`src/rtl/lse_mult_pipe.sv`:
```
// Log-domain (LSE) multiplier: a saturating packed-lane adder with a two-stage, backpressured pipeline.
// Lane layout per beat is chosen by pe_mode: 1 x WIDTH, WIDTH/LANE_W x LANE_W or WIDTH/(2*LANE_W) x 2*LANE_W.

module lse_lane_sat #(
    parameter int L = 6
) (
    input  logic [L:0]   sum,
    input  logic         ninf,
    output logic [L-1:0] lane_res,
    output logic         lane_sat
);
    localparam logic [L-1:0] NEG_INF = {1'b1, {(L-1){1'b0}}};
    localparam logic [L-1:0] MAX_POS = ~NEG_INF;
    localparam logic [L-1:0] MIN_SAT = NEG_INF | {{(L-1){1'b0}}, 1'b1};

    logic pos_ovf;
    logic neg_ovf;

    // The most negative code is reserved for NEG_INF, so a sum landing on it also clamps.
    assign pos_ovf = !sum[L] && sum[L-1];
    assign neg_ovf = sum[L] && (!sum[L-1] || (sum[L-2:0] == '0));

    always_comb begin
        lane_res = sum[L-1:0];
        lane_sat = 1'b0;
        if (ninf) begin
            lane_res = NEG_INF;
        end else if (pos_ovf) begin
            lane_res = MAX_POS;
            lane_sat = 1'b1;
        end else if (neg_ovf) begin
            lane_res = MIN_SAT;
            lane_sat = 1'b1;
        end
    end
endmodule

module lse_mult_pipe #(
    parameter int WIDTH  = 24,
    parameter int LANE_W = 6
) (
    input  logic             clk,
    input  logic             rst,
    input  logic             in_valid,
    output logic             in_ready,
    input  logic [WIDTH-1:0] operand_a,
    input  logic [WIDTH-1:0] operand_b,
    input  logic [1:0]       pe_mode,
    output logic             out_valid,
    input  logic             out_ready,
    output logic [WIDTH-1:0] result,
    output logic             out_sat,
    input  logic             clr_count,
    output logic [15:0]      sat_count
);
    localparam int DW = 2 * LANE_W;
    localparam int NN = WIDTH / LANE_W;
    localparam int ND = WIDTH / DW;

    localparam logic [WIDTH-1:0]  NINF_W = {1'b1, {(WIDTH-1){1'b0}}};
    localparam logic [LANE_W-1:0] NINF_N = {1'b1, {(LANE_W-1){1'b0}}};
    localparam logic [DW-1:0]     NINF_D = {1'b1, {(DW-1){1'b0}}};

    if ((WIDTH % DW) != 0) begin : g_bad_width
        $error("lse_mult_pipe: WIDTH must be a multiple of 2*LANE_W");
    end

    logic                     en;
    logic                     accept;
    logic [WIDTH:0]           sum_w_d, s1_sum_w;
    logic                     ninf_w_d, s1_ninf_w;
    logic [NN*(LANE_W+1)-1:0] sum_n_d, s1_sum_n;
    logic [NN-1:0]            ninf_n_d, s1_ninf_n;
    logic [ND*(DW+1)-1:0]     sum_d_d, s1_sum_d;
    logic [ND-1:0]            ninf_d_d, s1_ninf_d;
    logic                     s1_valid;
    logic [1:0]               s1_mode;
    logic [WIDTH-1:0]         res_w, res_n, res_d, res_sel;
    logic                     sat_w, sat_sel;
    logic [NN-1:0]            sat_n;
    logic [ND-1:0]            sat_d;

    assign en       = !out_valid || out_ready;
    assign in_ready = en && !rst;
    assign accept   = in_valid && in_ready;

    // All three lane layouts are summed in parallel; S2 picks the one matching the captured mode.
    assign sum_w_d  = {operand_a[WIDTH-1], operand_a} + {operand_b[WIDTH-1], operand_b};
    assign ninf_w_d = (operand_a == NINF_W) || (operand_b == NINF_W);

    for (genvar i = 0; i < NN; i++) begin : g_nar_add
        logic [LANE_W-1:0] a_l, b_l;
        assign a_l = operand_a[i*LANE_W +: LANE_W];
        assign b_l = operand_b[i*LANE_W +: LANE_W];
        assign sum_n_d[i*(LANE_W+1) +: LANE_W+1] = {a_l[LANE_W-1], a_l} + {b_l[LANE_W-1], b_l};
        assign ninf_n_d[i] = (a_l == NINF_N) || (b_l == NINF_N);
    end

    for (genvar i = 0; i < ND; i++) begin : g_dbl_add
        logic [DW-1:0] a_l, b_l;
        assign a_l = operand_a[i*DW +: DW];
        assign b_l = operand_b[i*DW +: DW];
        assign sum_d_d[i*(DW+1) +: DW+1] = {a_l[DW-1], a_l} + {b_l[DW-1], b_l};
        assign ninf_d_d[i] = (a_l == NINF_D) || (b_l == NINF_D);
    end

    always_ff @(posedge clk) begin
        if (rst) begin
            s1_valid  <= 1'b0;
            s1_mode   <= 2'b00;
            s1_sum_w  <= '0;
            s1_ninf_w <= 1'b0;
            s1_sum_n  <= '0;
            s1_ninf_n <= '0;
            s1_sum_d  <= '0;
            s1_ninf_d <= '0;
        end else if (en) begin
            s1_valid <= accept;
            if (accept) begin
                s1_mode   <= pe_mode;
                s1_sum_w  <= sum_w_d;
                s1_ninf_w <= ninf_w_d;
                s1_sum_n  <= sum_n_d;
                s1_ninf_n <= ninf_n_d;
                s1_sum_d  <= sum_d_d;
                s1_ninf_d <= ninf_d_d;
            end
        end
    end

    lse_lane_sat #(.L(WIDTH)) u_sat_w (
        .sum      (s1_sum_w),
        .ninf     (s1_ninf_w),
        .lane_res (res_w),
        .lane_sat (sat_w)
    );

    for (genvar i = 0; i < NN; i++) begin : g_nar_sat
        lse_lane_sat #(.L(LANE_W)) u_sat (
            .sum      (s1_sum_n[i*(LANE_W+1) +: LANE_W+1]),
            .ninf     (s1_ninf_n[i]),
            .lane_res (res_n[i*LANE_W +: LANE_W]),
            .lane_sat (sat_n[i])
        );
    end

    for (genvar i = 0; i < ND; i++) begin : g_dbl_sat
        lse_lane_sat #(.L(DW)) u_sat (
            .sum      (s1_sum_d[i*(DW+1) +: DW+1]),
            .ninf     (s1_ninf_d[i]),
            .lane_res (res_d[i*DW +: DW]),
            .lane_sat (sat_d[i])
        );
    end

    always_comb begin
        res_sel = res_w;
        sat_sel = sat_w;
        case (s1_mode)
            2'b01: begin
                res_sel = res_n;
                sat_sel = |sat_n;
            end
            2'b10: begin
                res_sel = res_d;
                sat_sel = |sat_d;
            end
            default: begin
            end
        endcase
    end

    always_ff @(posedge clk) begin
        if (rst) begin
            out_valid <= 1'b0;
            result    <= '0;
            out_sat   <= 1'b0;
        end else if (en) begin
            out_valid <= s1_valid;
            if (s1_valid) begin
                result  <= res_sel;
                out_sat <= sat_sel;
            end
        end
    end

    always_ff @(posedge clk) begin
        if (rst || clr_count) begin
            sat_count <= '0;
        end else if (out_valid && out_ready && out_sat && (sat_count != 16'hFFFF)) begin
            sat_count <= sat_count + 16'd1;
        end
    end
endmodule

```
`config.mk`:
```
export PLATFORM = sky130hd
export DESIGN_NAME = lse_mult_pipe
export DESIGN_NICKNAME = d
export VERILOG_FILES = /design/src/rtl/lse_mult_pipe.sv
export SDC_FILE = /design/constraint.sdc
export NUM_CORES = 1
export LEC_CHECK = 0
export BUFFER_PORTS_ARGS = -buffer_cell sky130_fd_sc_hd__buf_2
export CAP_MARGIN = 20
export CORE_AREA = 2 2 189 98
export DETAILED_ROUTE_END_ITERATION = 8
export DIE_AREA = 0 0 191 100
export GPL_TIMING_DRIVEN = 0
export MAX_ROUTING_LAYER = met4
export PLACE_DENSITY = 0.67
export SLEW_MARGIN = 25
export SYNTH_ARGS = -nofsm -noshare
export SYNTH_HDL_FRONTEND = slang
export SYNTH_HIERARCHICAL = 1
export SYNTH_SLANG_ARGS = --single-unit
```
`constraint.sdc`:
```
create_clock -name clk -period 1.9 [get_ports clk]
set_clock_uncertainty 0.05 [all_clocks]
set_input_delay 0.095 -clock clk [delete_from_list [all_inputs] [get_ports clk]]
set_output_delay 0.095 -clock clk [all_outputs]
set_load 0.01 [all_outputs]
```
Word-level counts from Yosys, hierarchy flattened:

Index checks and enable logic that the tools add are counted.

* register bits: 131
* bits of input ports: 55
* output and inout bits: 43
* word-level logic and storage cells: 143

* add/subtract/negate cells: 8
* equality and inequality tests: 17
* multiplexer cells: 44
* reduce and logical (&&, ||, !) cells: 62

Operators with widths (count)
* 12-bit two-way mux: 6
* 24-bit two-way mux: 3
* 6-bit two-way mux: 12
* 12-bit equality test, second input constant: 4
* 24-bit equality test, second input constant: 2
* 6-bit equality test, second input constant: 8
* 24-bit case mux with 2 select lines: 1
* 6-bit by 6-bit adder with 7-bit output: 4
* 12-bit by 12-bit adder with 13-bit output: 2
* 24-bit by 24-bit adder with 25-bit output: 1
* 23-bit logical NOT: 1
* 11-bit logical NOT: 2
* 1-bit two-way mux: 21
* 5-bit logical NOT: 4
* 1-bit logical AND: 19
* 16-bit by 1-bit adder with 16-bit output, second input constant: 1
* 1-bit logical NOT: 16
* 1-bit logical OR: 16
* 16-bit inequality test, second input constant: 1
* 2-bit AND reduction: 2
* 4-bit OR reduction: 1
* 2-bit by 1-bit equality test with 1-bit output, second input constant: 1
* 2-bit equality test, second input constant: 1
* 1-bit case mux with 2 select lines: 1
* 2-bit OR reduction: 1

Longest topological paths before layout:

Gate-level depths: netlist (run 1).

* depth in word-level cells: 8
* mapped depth: 10
* depth with buffers taken out: 9

Hierarchy:

Netlist (run 1), hierarchy kept.

By module, submodules not included
* lse_mult_pipe: times used 1, cells each 791, area each 6155.9 um2, sequential area each 2142.1 um2
* lse_lane_sat at g_nar_sat[0].u_sat ...: times used 4, cells each 23, area each 146.4 um2, sequential area each 0.0 um2
* lse_lane_sat at u_sat_w: times used 1, cells each 90, area each 525.5 um2, sequential area each 0.0 um2
* lse_lane_sat at g_dbl_sat[0].u_sat ...: times used 2, cells each 44, area each 256.5 um2, sequential area each 0.0 um2

Worst setup path before layout (run 1):

Ideal clock, no wire load.

* path kind: input -> register
* start point: input port operand_a[12]
* end point: register s1_sum_w[24]
* library setup time: 0.123 ns
* arrival: 1.877 ns
* required time: 1.727 ns
* slack: -0.150 ns
* stages: 8
* buffers on the path: 0
* cells stage by stage: ha_1 fa_1 a21o_1 a21oi_1 o21ai_1 a21oi_1 o31ai_1 mux2_1

* word-level cells in the longest chain between the ends: 1

Ends and longest elaborated chain
* from (decl): line 46 `input logic [WIDTH-1:0] operand_a,`
* 24-bit by 24-bit adder with 25-bit output: line 88 `assign sum_w_d = {operand_a[WIDTH-1], operand_a} + {operand_b[WIDTH-1], operand_b};`
* to (signal assigned): line 121 `s1_sum_w <= sum_w_d;`
* to (decl): line 70 `logic [WIDTH:0] sum_w_d, s1_sum_w;`

Every way passes these cells.
A chain may end at the register's enable or synchronous reset.

Final worst setup path (run 1):

* start point: register s1_ninf_n[1]
* end point: register out_sat

* word-level cells in the longest chain between the ends: 3

Ends and longest elaborated chain
* from (decl): line 73 `logic [NN-1:0] ninf_n_d, s1_ninf_n;`
* from (signal assigned): line 124 `s1_ninf_n <= ninf_n_d;`
* 1-bit two-way mux: line 26 `if (ninf) begin`
* net sat_n[1]: line 80 `logic [NN-1:0] sat_n;`
* 4-bit OR reduction: line 162 `sat_sel = |sat_n;`
* 1-bit case mux with 2 select lines: line 159 `case (s1_mode)`
* to (signal assigned): line 182 `out_sat <= sat_sel;`
* to (decl): line 52 `output logic out_sat,`

The timed path passes the listed nets, and every way through them passes these cells.

==> results.tsv, run 1 <==
metric	value	unit
outcome	finished with violations	
violations	negative setup slack	
synthAdderAreaFrac	5.37	%
fin_area	0.00955	mm2
synth_top_cell_by_area	dfxtp_1	
grt_pass1_vias	7512	
final_util	53.8	%
max_stage_delay	0.58	ns
dp_hpwl	20600	um
synth_area_per_cell	7.33	um2
slew_headroom	48.2	%
synth_top_family_by_area	compound AO/OA/AOI/OAI gates	
max_freq	521	MHz
worst_slew_pin_slew	0.777	ns
synthSimpleGateAreaFrac	23.5	%
start_util	43.9	%
leakage	3.69	nW
synth_edf_count	0	
insertion_delay	0.37	ns
synthFlopType	dfxtp_1	
cp-end-kind	flop	
hold_depth	3	
drt_wl_total	26900	um
slowest_stage	dfxtp_1	
routabilityCongestion	0.919	
synthMuxAreaShare	0.788	%
placed_cell_area	0.00862	mm2
fin_ws	-0.0210	ns
hold_end	s1_ninf_d[0]$_SDFFE_PP0P_	
power	0.00732	W
synth_nets	1147	
chipWidth	191	um
regArea	0.00217	mm2
yosys_warnings	6	
syn-cell-area	0.00778	mm2
period_share	101	%
drt_iter0_markers	858	
holdCritStartpoint	operand_b[11]	
grt_max_degree	19	
cp.required	2.09	ns
multi_input_area	0.00564	mm2
ant_nets	0	
synth_top_area_share	27.5	%
synthXorXnorAreaFrac	6.19	%
cp_max_fo	9	
hp-class	in -> reg	
path_clk_slew	0.07	ns
ys_types	70	
ys_top_cells_by_area	dfxtp_1, a21oi_1, nor2_1	
p_seq_share	37.3	%
peakVddDrop	0.000496	V
r2r_cells	8	
path_cells	or2_2, o32ai_4, o41ai_2, a21oi_1, a21oi_1, nor2_1, a21oi_1, nor2_1	
antenna_cells	0	
ioPinCount	98	
clock-sinks	107	
drc	0	
grt.total_usage	28.8	%
grt_pass1_wl	41600	um
num_rows	35	
period_minus_slack	1.92	ns
critPathLaunchType	flop	
synth-compound-area-share	31.4	%
cts_tree	built	
cts-buffers-inserted	9	
r2r_slack	-0.02	ns
clockPowerShare	27.2	%
synth_seq_cells	107	
tns	-0.0210	ns
arrival	2.11	ns
crit_top_cell	a21oi_1	
reg2reg_from	s1_ninf_n[1]$_SDFFE_PP0P_	
fillers	1736	
die_area	0.0191	mm2
ys_seq_area_share	27.5	%
overflow	0	
slew_viol_final	0	
postSynthCellCount	1061	
power.density	766	mW/mm2
power_switching	0.00270	W
async_flop_share	0	%
wl_per_cell	18.9	um
hold_viol_final	0	
chipHeight	100	um
clockBufferDepth	2	
htree_num_levels	3	
path_class	reg -> reg	
cts_root_buffer	clkbuf_16	
yosysMostFrequentCell	a21oi_1	
crit_start	s1_ninf_n[1]$_SDFFE_PP0P_	
setup_viol	1	
r2r_end	out_sat$_SDFFE_PP0P_	
combPwrFrac	35.6	%
dr.pass1.iters	5	
syn_to_final_growth	22.7	%
vias	8515	
power.internal	0.00461	W
io_buffers	96	
fin_nets	1262	
antenna_found_initial	0	
synth_common_cells	a21oi_1, nor2_1, nand2_1	
core_area	0.0177	mm2
rsz0062_at_grt	yes	
via_per_inst	5.99	
maxCapViolations	0	
switching_share	36.9	%
drive_above_1_share	24.7	%
state kept, by name, indices dropped and copies added (netlist names):
signal     count
s1_mode        2
s1_ninf_w      1
s1_ninf_d      2
result        24
out_sat        1
sat_count     16
out_valid      1
s1_sum_n      22
s1_valid       1
s1_ninf_n      4
s1_sum_d       8
s1_sum_w      25
per-layer routing:
layer	track usage (%)	share of wire, %	vias to the layer above	wire length, um
met5	-	0	-	0
met3	6.47	10	25	2820
met4	4.77	0.86	0	231
met2	36.6	38	377	10300
met1	45.2	51	4077	13600
li1	-	-	4036	-
what timing repair did:
item | CTS | global route
hold endpoints to repair | 4 | 0
hold buffers | 5 | 0
endpoints found under the setup margin | 100 | 89
gates resized for setup | 83 | 84
pin swaps | 16 | 14
cloned | 0 | 0
buffers inserted | 7 | 4
critical path, delay by kind of cell (launching register included):
family / cells / cell delay, ns
AND/OR/NAND/NOR: 3 / 0.33
flip-flops: 1 / 0.58
AO/OA/AOI/OAI: 5 / 0.84
cell families (layout without fill, tap and decap cells):
kind of cell	Yosys count	in the layout
adder cells (fa/ha/maj)	31	31
AND/OR/NAND/NOR	385	385
flip-flops	107	107
multiplexers	6	6
buffers and inverters	98	218
AO/OA/AOI/OAI	379	379
XOR/XNOR	55	55
metrics by stage:
stage,instances,hold WS [ns],setup slack [ns]
finish,1421,0.0107,-0.0210
global route,1421,0.0291,-0.169
CTS,1424,0.0129,-0.0403
detailed placement,1397,0.260,-0.665
global placement,1397,0.252,-0.635
floorplan,1061,0.153,-0.0480
worst max path at each step:
stage / to / slack (ns) / depth (start not counted)
4_1_cts: s1_sum_n[25]$_SDFFE_PP0P_ / -0.04 / 6
5_1_grt: out_sat$_SDFFE_PP0P_ / -0.17 / 8
3_5_place_dp: s1_sum_w[0]$_SDFFE_PP0P_ / -0.67 / 4
2_1_floorplan: s1_sum_w[23]$_SDFFE_PP0P_ / -0.05 / 8
6_report: out_sat$_SDFFE_PP0P_ / -0.02 / 8
3_3_place_gp: s1_sum_w[2]$_SDFFE_PP0P_ / -0.64 / 7
cell type report:
cell class	count	area share, %
inverter	12	0.472
buffer	78	4.85
clock buffer	10	2.50
timing repair buffer	112	6.46
clock inverter	6	0.773
sequential	107	22.8
tap	240	3.15
multi-input combinational	856	59.0
power groups by stage:
stage | Clock, W | Combinational [W] | Sequential, W
2_1_floorplan | 0 | 0.00167 | 0.00268
3_3_place_gp | 0 | 0.00222 | 0.00277
3_5_place_dp | 0 | 0.00226 | 0.00277
4_1_cts | 0.00200 | 0.00244 | 0.00271
5_1_grt | 0.00209 | 0.00283 | 0.00275
6_report | 0.00199 | 0.00260 | 0.00273
layout by cell type, fill, tap and decap left out, types with 7 or more instances in the layout:
master     count
nand4_1       13
nand2_1      116
buf_2        112
xnor2_1       25
clkbuf_16      9
dfxtp_1       93
a21oi_1      139
a21oi_4        8
ha_1          21
a21oi_2        7
nand2_2        7
a31o_2         7
nor3_1         9
o21ai_0       33
buf_4         21
nor2_1       128
a31oi_1        9
o21bai_1      61
a21o_1        16
clkbuf_2      17
dfxtp_2        9
nand3_1       33
clkbuf_4       8
inv_1         11
or2_2          9
nor4_1        10
xor2_1        26
clkbuf_1      14
o21ai_1       24
a22oi_1       25
Power figures use the tool's default switching activity.
==> run 2: changes to the inputs <==
Settings changed: REMOVE_ABC_BUFFERS set to 1.
==> results.tsv, run 2 (same netlist as run 1, synthesis figures left out) <==
metric	value	unit	change
path_cells	buf_2, ha_4, fa_2, buf_4, a21o_1, a21oi_4, o21ai_4, a21oi_2, o31ai_1, mux2_1		was or2_2, o32ai_4, o41ai_2, a21oi_1, a21oi_1, nor2_1, a21oi_1, nor2_1
fin_area	0.00918	mm2	was 0.00955 mm2
cp-end-kind	flop		unchanged
final_util	51.7	%	was 53.8%
slew_headroom	44.0	%	was 48.2%
chipHeight	100	um	unchanged
grt_pass1_vias	7020		was 7512
leakage	3.42	nW	was 3.69 nW
power.density	760	mW/mm2	was 766 mW/mm2
clockBufferDepth	2		unchanged
outcome	finished with violations		unchanged
ioPinCount	98		unchanged
cts-buffers-inserted	9		unchanged
whs	0.0138	ns	was 0.0107 ns
drt_iter0_markers	492		was 858
drc	0		unchanged
dp_hpwl	16200	um	was 20600 um
cts_tree	built		unchanged
cp.required	2.09	ns	about the same
top_register	s1_sum_w		unchanged
grt.total_usage	24.0	%	was 28.8%
critPathLaunchType	input port		was flop
drive_above_1_share	22.4	%	was 24.7%
path_class	in -> reg		was reg -> reg
critPathTopFamily	compound AO/OA/AOI/OAI gates		unchanged
num_rows	35		unchanged
wl_per_cell	16.9	um	was 18.9 um
critPathBufInv	2		was 0
period_share	101	%	about the same
maxCapViolations	0		unchanged
crit_start	operand_a[0]		was s1_ninf_n[1]$_SDFFE_PP0P_
peakVddDrop	0.000534	V	was 0.000496 V
final_common_cell	a21oi_1		unchanged
dr.pass1.iters	5		unchanged
setup_viol	2		was 1
fillers	1758		was 1736
fin_nets	1190		was 1262
slowest_stage	fa_2		was dfxtp_1
syn_to_final_growth	18.0	%	was 22.7%
ant_nets	0		unchanged
antenna_cells	0		unchanged
cts_root_buffer	clkbuf_16		unchanged
finalNonFillerCells	1349		was 1421
worst_slew_pin_slew	0.839	ns	was 0.777 ns
largest_register_ffs	25		unchanged
hold_viol_final	0		unchanged
rsz0062_at_grt	yes		unchanged
io_buffers	97		was 96
most-common-layout-cells	a21oi_1, nor2_1, nand2_1		unchanged
holdCritStartpoint	operand_b[11]		unchanged
fin_ws	-0.0225	ns	was -0.0210 ns
path_clk_slew	0.08	ns	was 0.07 ns
die_area	0.0191	mm2	unchanged
htree_num_levels	3		unchanged
antenna_found_initial	0		unchanged
top_regs	s1_sum_w: 25 flops, result: 24 flops, s1_sum_n: 22 flops		unchanged
grt_max_degree	79		was 19
insertion_delay	0.35	ns	was 0.37 ns
routabilityCongestion	0.886		was 0.919
drt_wl_total	22800	um	was 26900 um
dp.cells	1319		was 1397
reg2reg_from	s1_sum_n[25]$_SDFFE_PP0P_		was s1_ninf_n[1]$_SDFFE_PP0P_
vias	7949		was 8515
max_stage_delay	0.36	ns	was 0.58 ns
chipWidth	191	um	unchanged
cp_max_fo	4		was 9
hp-class	in -> reg		unchanged
start_util	43.9	%	unchanged
placed_cell_area	0.00833	mm2	was 0.00862 mm2
core_area	0.0177	mm2	unchanged
overflow	0		unchanged
place_ws	-0.642	ns	was -0.665 ns
grt_pass1_wl	35800	um	was 41600 um
violations	negative setup slack		unchanged
arrival	2.12	ns	was 2.11 ns
max_freq	520	MHz	was 521 MHz
period_minus_slack	1.92	ns	about the same
via_per_inst	5.89		was 5.99
slew_viol_final	0		unchanged
clock-sinks	107		unchanged
[run 2: per-stage QoR]
step                      TNS [ns]  power (W)
after CTS                  -0.0577    0.00685
after detailed placement    -11.67    0.00488
after floorplan             -73.09    0.00425
after global placement     -172.14    0.00479
final                      -0.0385    0.00697
after global routing        -0.276    0.00737
[run 2: final timing paths]
check / end / depth (start not counted) / slack [ns]
worst max-delay path: s1_sum_w[24]$_SDFFE_PP0P_ / 10 / -0.02
worst min-delay path: s1_ninf_d[0]$_SDFFE_PP0P_ / 3 / 0.01
worst max register to register: out_sat$_SDFFE_PP0P_ / 8 / -0.02
worst min register to register: s1_sum_n[21]$_SDFFE_PP0P_ / 2 / 0.43
[run 2: what timing repair did]
| action | 4_1_cts | 5_1_grt |
|---|---|---|
| resized for setup | 44 | 59 |
| hold buffers | 5 | 0 |
| endpoints found under the setup margin | 54 | 48 |
| setup buffers | 4 | 5 |
| cloned | 0 | 0 |
| hold endpoints to repair | 4 | 0 |
| pin swaps | 9 | 13 |
[run 2: area by class of cell]
type	count	area [um2]	area share, %
well taps	240	300	3.27
inverters	12	45.0	0.491
repair buffers	118	732	7.98
flip-flops and latches	107	2190	23.8
clock buffers	12	267	2.90
multi-input cells	856	5620	61.2
clock inverters	4	30.0	0.327
[run 2: layer usage]
metal / GRT usage, % / wire length, um / share of wire (%) / vias to the layer above
met1: 34.3 / 11600 / 51 / 3848
met4: 3.10 / 64 / 0.28 / 0
li1: - / - / - / 3893
met3: 5.56 / 1480 / 6.5 / 5
met5: - / 0 / 0 / -
met2: 34.9 / 9700 / 42 / 203
[run 2: tightest hold or removal path: cells and delay by family]
kind / cells / cell delay, ns
buffers and inverters: 1 / 0.11
AO/OA/AOI/OAI: 2 / 0.18
[run 2: where the power goes]
group | switching, W | internal [W]
sequential | 0.000371 | 0.00244
combinational | 0.00125 | 0.00105
clock | 0.000856 | 0.00101
==> run 3: changes to the inputs <==
Settings changed: ABC_AREA set to 1, CORE_AREA 2 2 189 98 to 2 2 193 100, DIE_AREA 0 0 191 100 to 0 0 195 102, PLACE_DENSITY 0.67 to 0.66.
==> results.tsv, run 3 <==
metric	value	unit	change
power.density	729	mW/mm2	was 760 mW/mm2
drive_above_1_share	13.9	%	was 22.4%
synth_top_cell_by_area	dfxtp_1		unchanged
antenna_cells	0		unchanged
htree_num_levels	3		unchanged
path_cells	inv_1, nor2_4, nor2_4, nand2_8, inv_8, nand2_1, nor2_1, nor2_1		was buf_2, ha_4, fa_2, buf_4, a21o_1, a21oi_4, o21ai_4, a21oi_2, o31ai_1, mux2_1
synth_common_cells	nand2_1, nor2_1, inv_1		was a21oi_1, nor2_1, nand2_1
cts_root_buffer	clkbuf_16		unchanged
chipHeight	102	um	was 100 um
leakage	4.46	nW	was 3.42 nW
critPathTopFamily	simple AND/OR/NAND/NOR gates		was compound AO/OA/AOI/OAI gates
num_rows	35		unchanged
clockBufferDepth	2		unchanged
yosysMostFrequentCell	nand2_1		was a21oi_1
synthSimpleGateAreaFrac	40.4	%	was 23.5%
critPathBufInv	2		unchanged
synth_seq_cells	107		unchanged
yosys_warnings	6		unchanged
path_class	reg -> reg		was in -> reg
fin_nets	1489		was 1190
worst_slew_pin_slew	0.710	ns	was 0.839 ns
max_freq	536	MHz	was 520 MHz
syn_to_final_growth	12.6	%	was 18.0%
peakVddDrop	0.000494	V	was 0.000534 V
drc	0		unchanged
period_minus_slack	1.87	ns	was 1.92 ns
insertion_delay	0.37	ns	was 0.35 ns
slew_viol_final	0		unchanged
core_area	0.0181	mm2	was 0.0177 mm2
drt_wl_total	24700	um	was 22800 um
grt_max_degree	66		was 79
wl_per_cell	15.0	um	was 16.9 um
grt_pass1_wl	39300	um	was 35800 um
ant_nets	0		unchanged
postSynthCellCount	1333		was 1061
cp_max_fo	34		was 4
ys_seq_area_share	26.5	%	was 27.5%
hp-class	in -> reg		unchanged
ioPinCount	98		unchanged
final_common_cell	nand2_1		was a21oi_1
setup_viol	0		was 2
cp.required	2.10	ns	was 2.09 ns
synth_top_family_by_area	simple AND/OR/NAND/NOR gates		was compound AO/OA/AOI/OAI gates
period_share	98.2	%	was 101%
outcome	finished clean		was finished with violations
dr.pass1.iters	5		unchanged
most-common-layout-cells	nand2_1, nor2_1, inv_1		was a21oi_1, nor2_1, nand2_1
drt_iter0_markers	760		was 492
slowest_stage	dfxtp_1		was fa_2
vias	8615		was 7949
hold_viol_final	0		unchanged
async_flop_share	0	%	unchanged
maxCapViolations	0		unchanged
synth_edf_count	0		unchanged
arrival	2.06	ns	was 2.12 ns
cp-end-kind	flop		unchanged
ys_top_cells_by_area	dfxtp_1, nand2_1, nor2_1		was dfxtp_1, a21oi_1, nor2_1
synthFlopType	dfxtp_1		unchanged
synthXorXnorAreaFrac	2.60	%	was 6.19%
synthAdderAreaFrac	5.17	%	was 5.37%
dp_hpwl	18500	um	was 16200 um
routabilityCongestion	0.964		was 0.886
top_register	s1_sum_w		unchanged
path_clk_slew	0.07	ns	was 0.08 ns
top_regs	s1_sum_w: 25 flops, result: 24 flops, s1_sum_n: 22 flops		unchanged
max_stage_delay	0.34	ns	was 0.36 ns
grt_pass1_vias	7770		was 7020
cts-buffers-inserted	9		unchanged
io_buffers	97		unchanged
slew_headroom	52.2	%	was 44.0%
clock-sinks	107		unchanged
grt.total_usage	25.7	%	was 24.0%
synth-compound-area-share	14.4	%	was 31.4%
synth_area_per_cell	6.07	um2	was 7.33 um2
critPathLaunchType	flop		was input port
synthMuxAreaShare	0	%	was 0.788%
die_area	0.0199	mm2	was 0.0191 mm2
whs	0.000230	ns	was 0.0138 ns
syn-cell-area	0.00809	mm2	was 0.00778 mm2
cts_tree	built		unchanged
chipWidth	195	um	was 191 um
synth_top_area_share	26.5	%	was 27.5%
via_per_inst	5.23		was 5.89
overflow	0		unchanged
power	0.00664	W	was 0.00697 W
antenna_found_initial	0		unchanged
start_util	44.6	%	was 43.9%
largest_register_ffs	25		unchanged
ys_types	49		was 70
[run 3: cell types whose count changed after synthesis, sizes merged, moves of 23 or more]
cell,previous run,this run
a22oi,25,2
nand2,123,407
inv,12,156
clkbuf,51,24
nand3,36,85
nor2,129,228
o21bai,61,2
a22o,0,24
a21oi,154,52
[run 3: cell families (layout without fill, tap and decap cells)]
| kind of cell | count (synthesis) | count (layout) |
|---|---|---|
| compound gates | 198 | 198 |
| xor+xnor | 24 | 24 |
| fa+ha+maj | 31 | 31 |
| buf+inv | 210 | 284 |
| flops | 107 | 107 |
| simple gates | 763 | 764 |
[run 3: final cells by class]
type | count | area [um2]
clock buffer | 12 | 256
clock inverter | 4 | 32.5
fill | 1958 | 9020
inverter | 158 | 607
multi-input combinational | 1017 | 5120
sequential | 107 | 2150
tap | 240 | 300
timing repair buffer | 109 | 638
timing repair inverter | 1 | 7.51
[run 3: power by group]
group	switching [W]	internal (W)	leakage, nW
Combinational	0.00135	0.000745	3.44
Clock	0.000921	0.000974	0.136
Sequential	0.000205	0.00244	0.883
Total	0.00248	0.00416	4.46
[run 3: metal layers]
metal	vias to the layer above	track usage (%)	part of all wire, %
met4	0	5.11	0.97
met5	-	-	0
met2	302	37.9	40
li1	4403	-	-
met3	22	4.95	9.0
met1	3888	36.4	50
[run 3: path summary, 6_finish.rpt]
path | startpoint | end | slack (ns) | cells after the start
max reg2reg | out_valid$_SDFFE_PP0N_ | s1_sum_w[17]$_SDFFE_PP0P_ | 0.03 | 8
min reg2reg | s1_sum_w[20]$_SDFFE_PP0P_ | s1_sum_w[20]$_SDFFE_PP0P_ | 0.45 | 2
min | operand_b[17] | s1_ninf_n[2]$_SDFFE_PP0P_ | 0.0002 | 3
max | out_valid$_SDFFE_PP0N_ | s1_sum_w[17]$_SDFFE_PP0P_ | 0.03 | 8
[run 3: stage by stage]
step	std cells	cell area [um2]	setup WS, ns	utilization (%)	setup TNS (ns)
2_1_floorplan	1281	7790	-0.500	-	-20.41
3_3_place_gp	1618	8580	-1.48	47.3	-91.23
3_5_place_dp	1621	8670	-0.459	47.8	-17.69
4_1_cts	1643	9040	0.0151	49.9	0
5_1_grt	1648	9110	-0.00992	50.2	-0.0196
6_report	1648	9110	0.0347	50.2	0
[run 3: worst register-to-register path, cell delays in order, from the launching register on]
cell and delay (ns):
dfxtp_1 0.34, inv_1 0.11, nor2_4 0.07, nor2_4 0.27, nand2_8 0.21, inv_8 0.26
nand2_1 0.09, nor2_1 0.30, nor2_1 0.07
[run 3: repair_timing]
action | in CTS | in global routing
resized for setup | 8 | 9
gates cloned | 1 | 1
setup buffers | 1 | 4
endpoints found under the setup margin | 65 | 43
pin swaps | 0 | 2
endpoints found under the hold margin | 4 | 0
hold buffers | 4 | 0
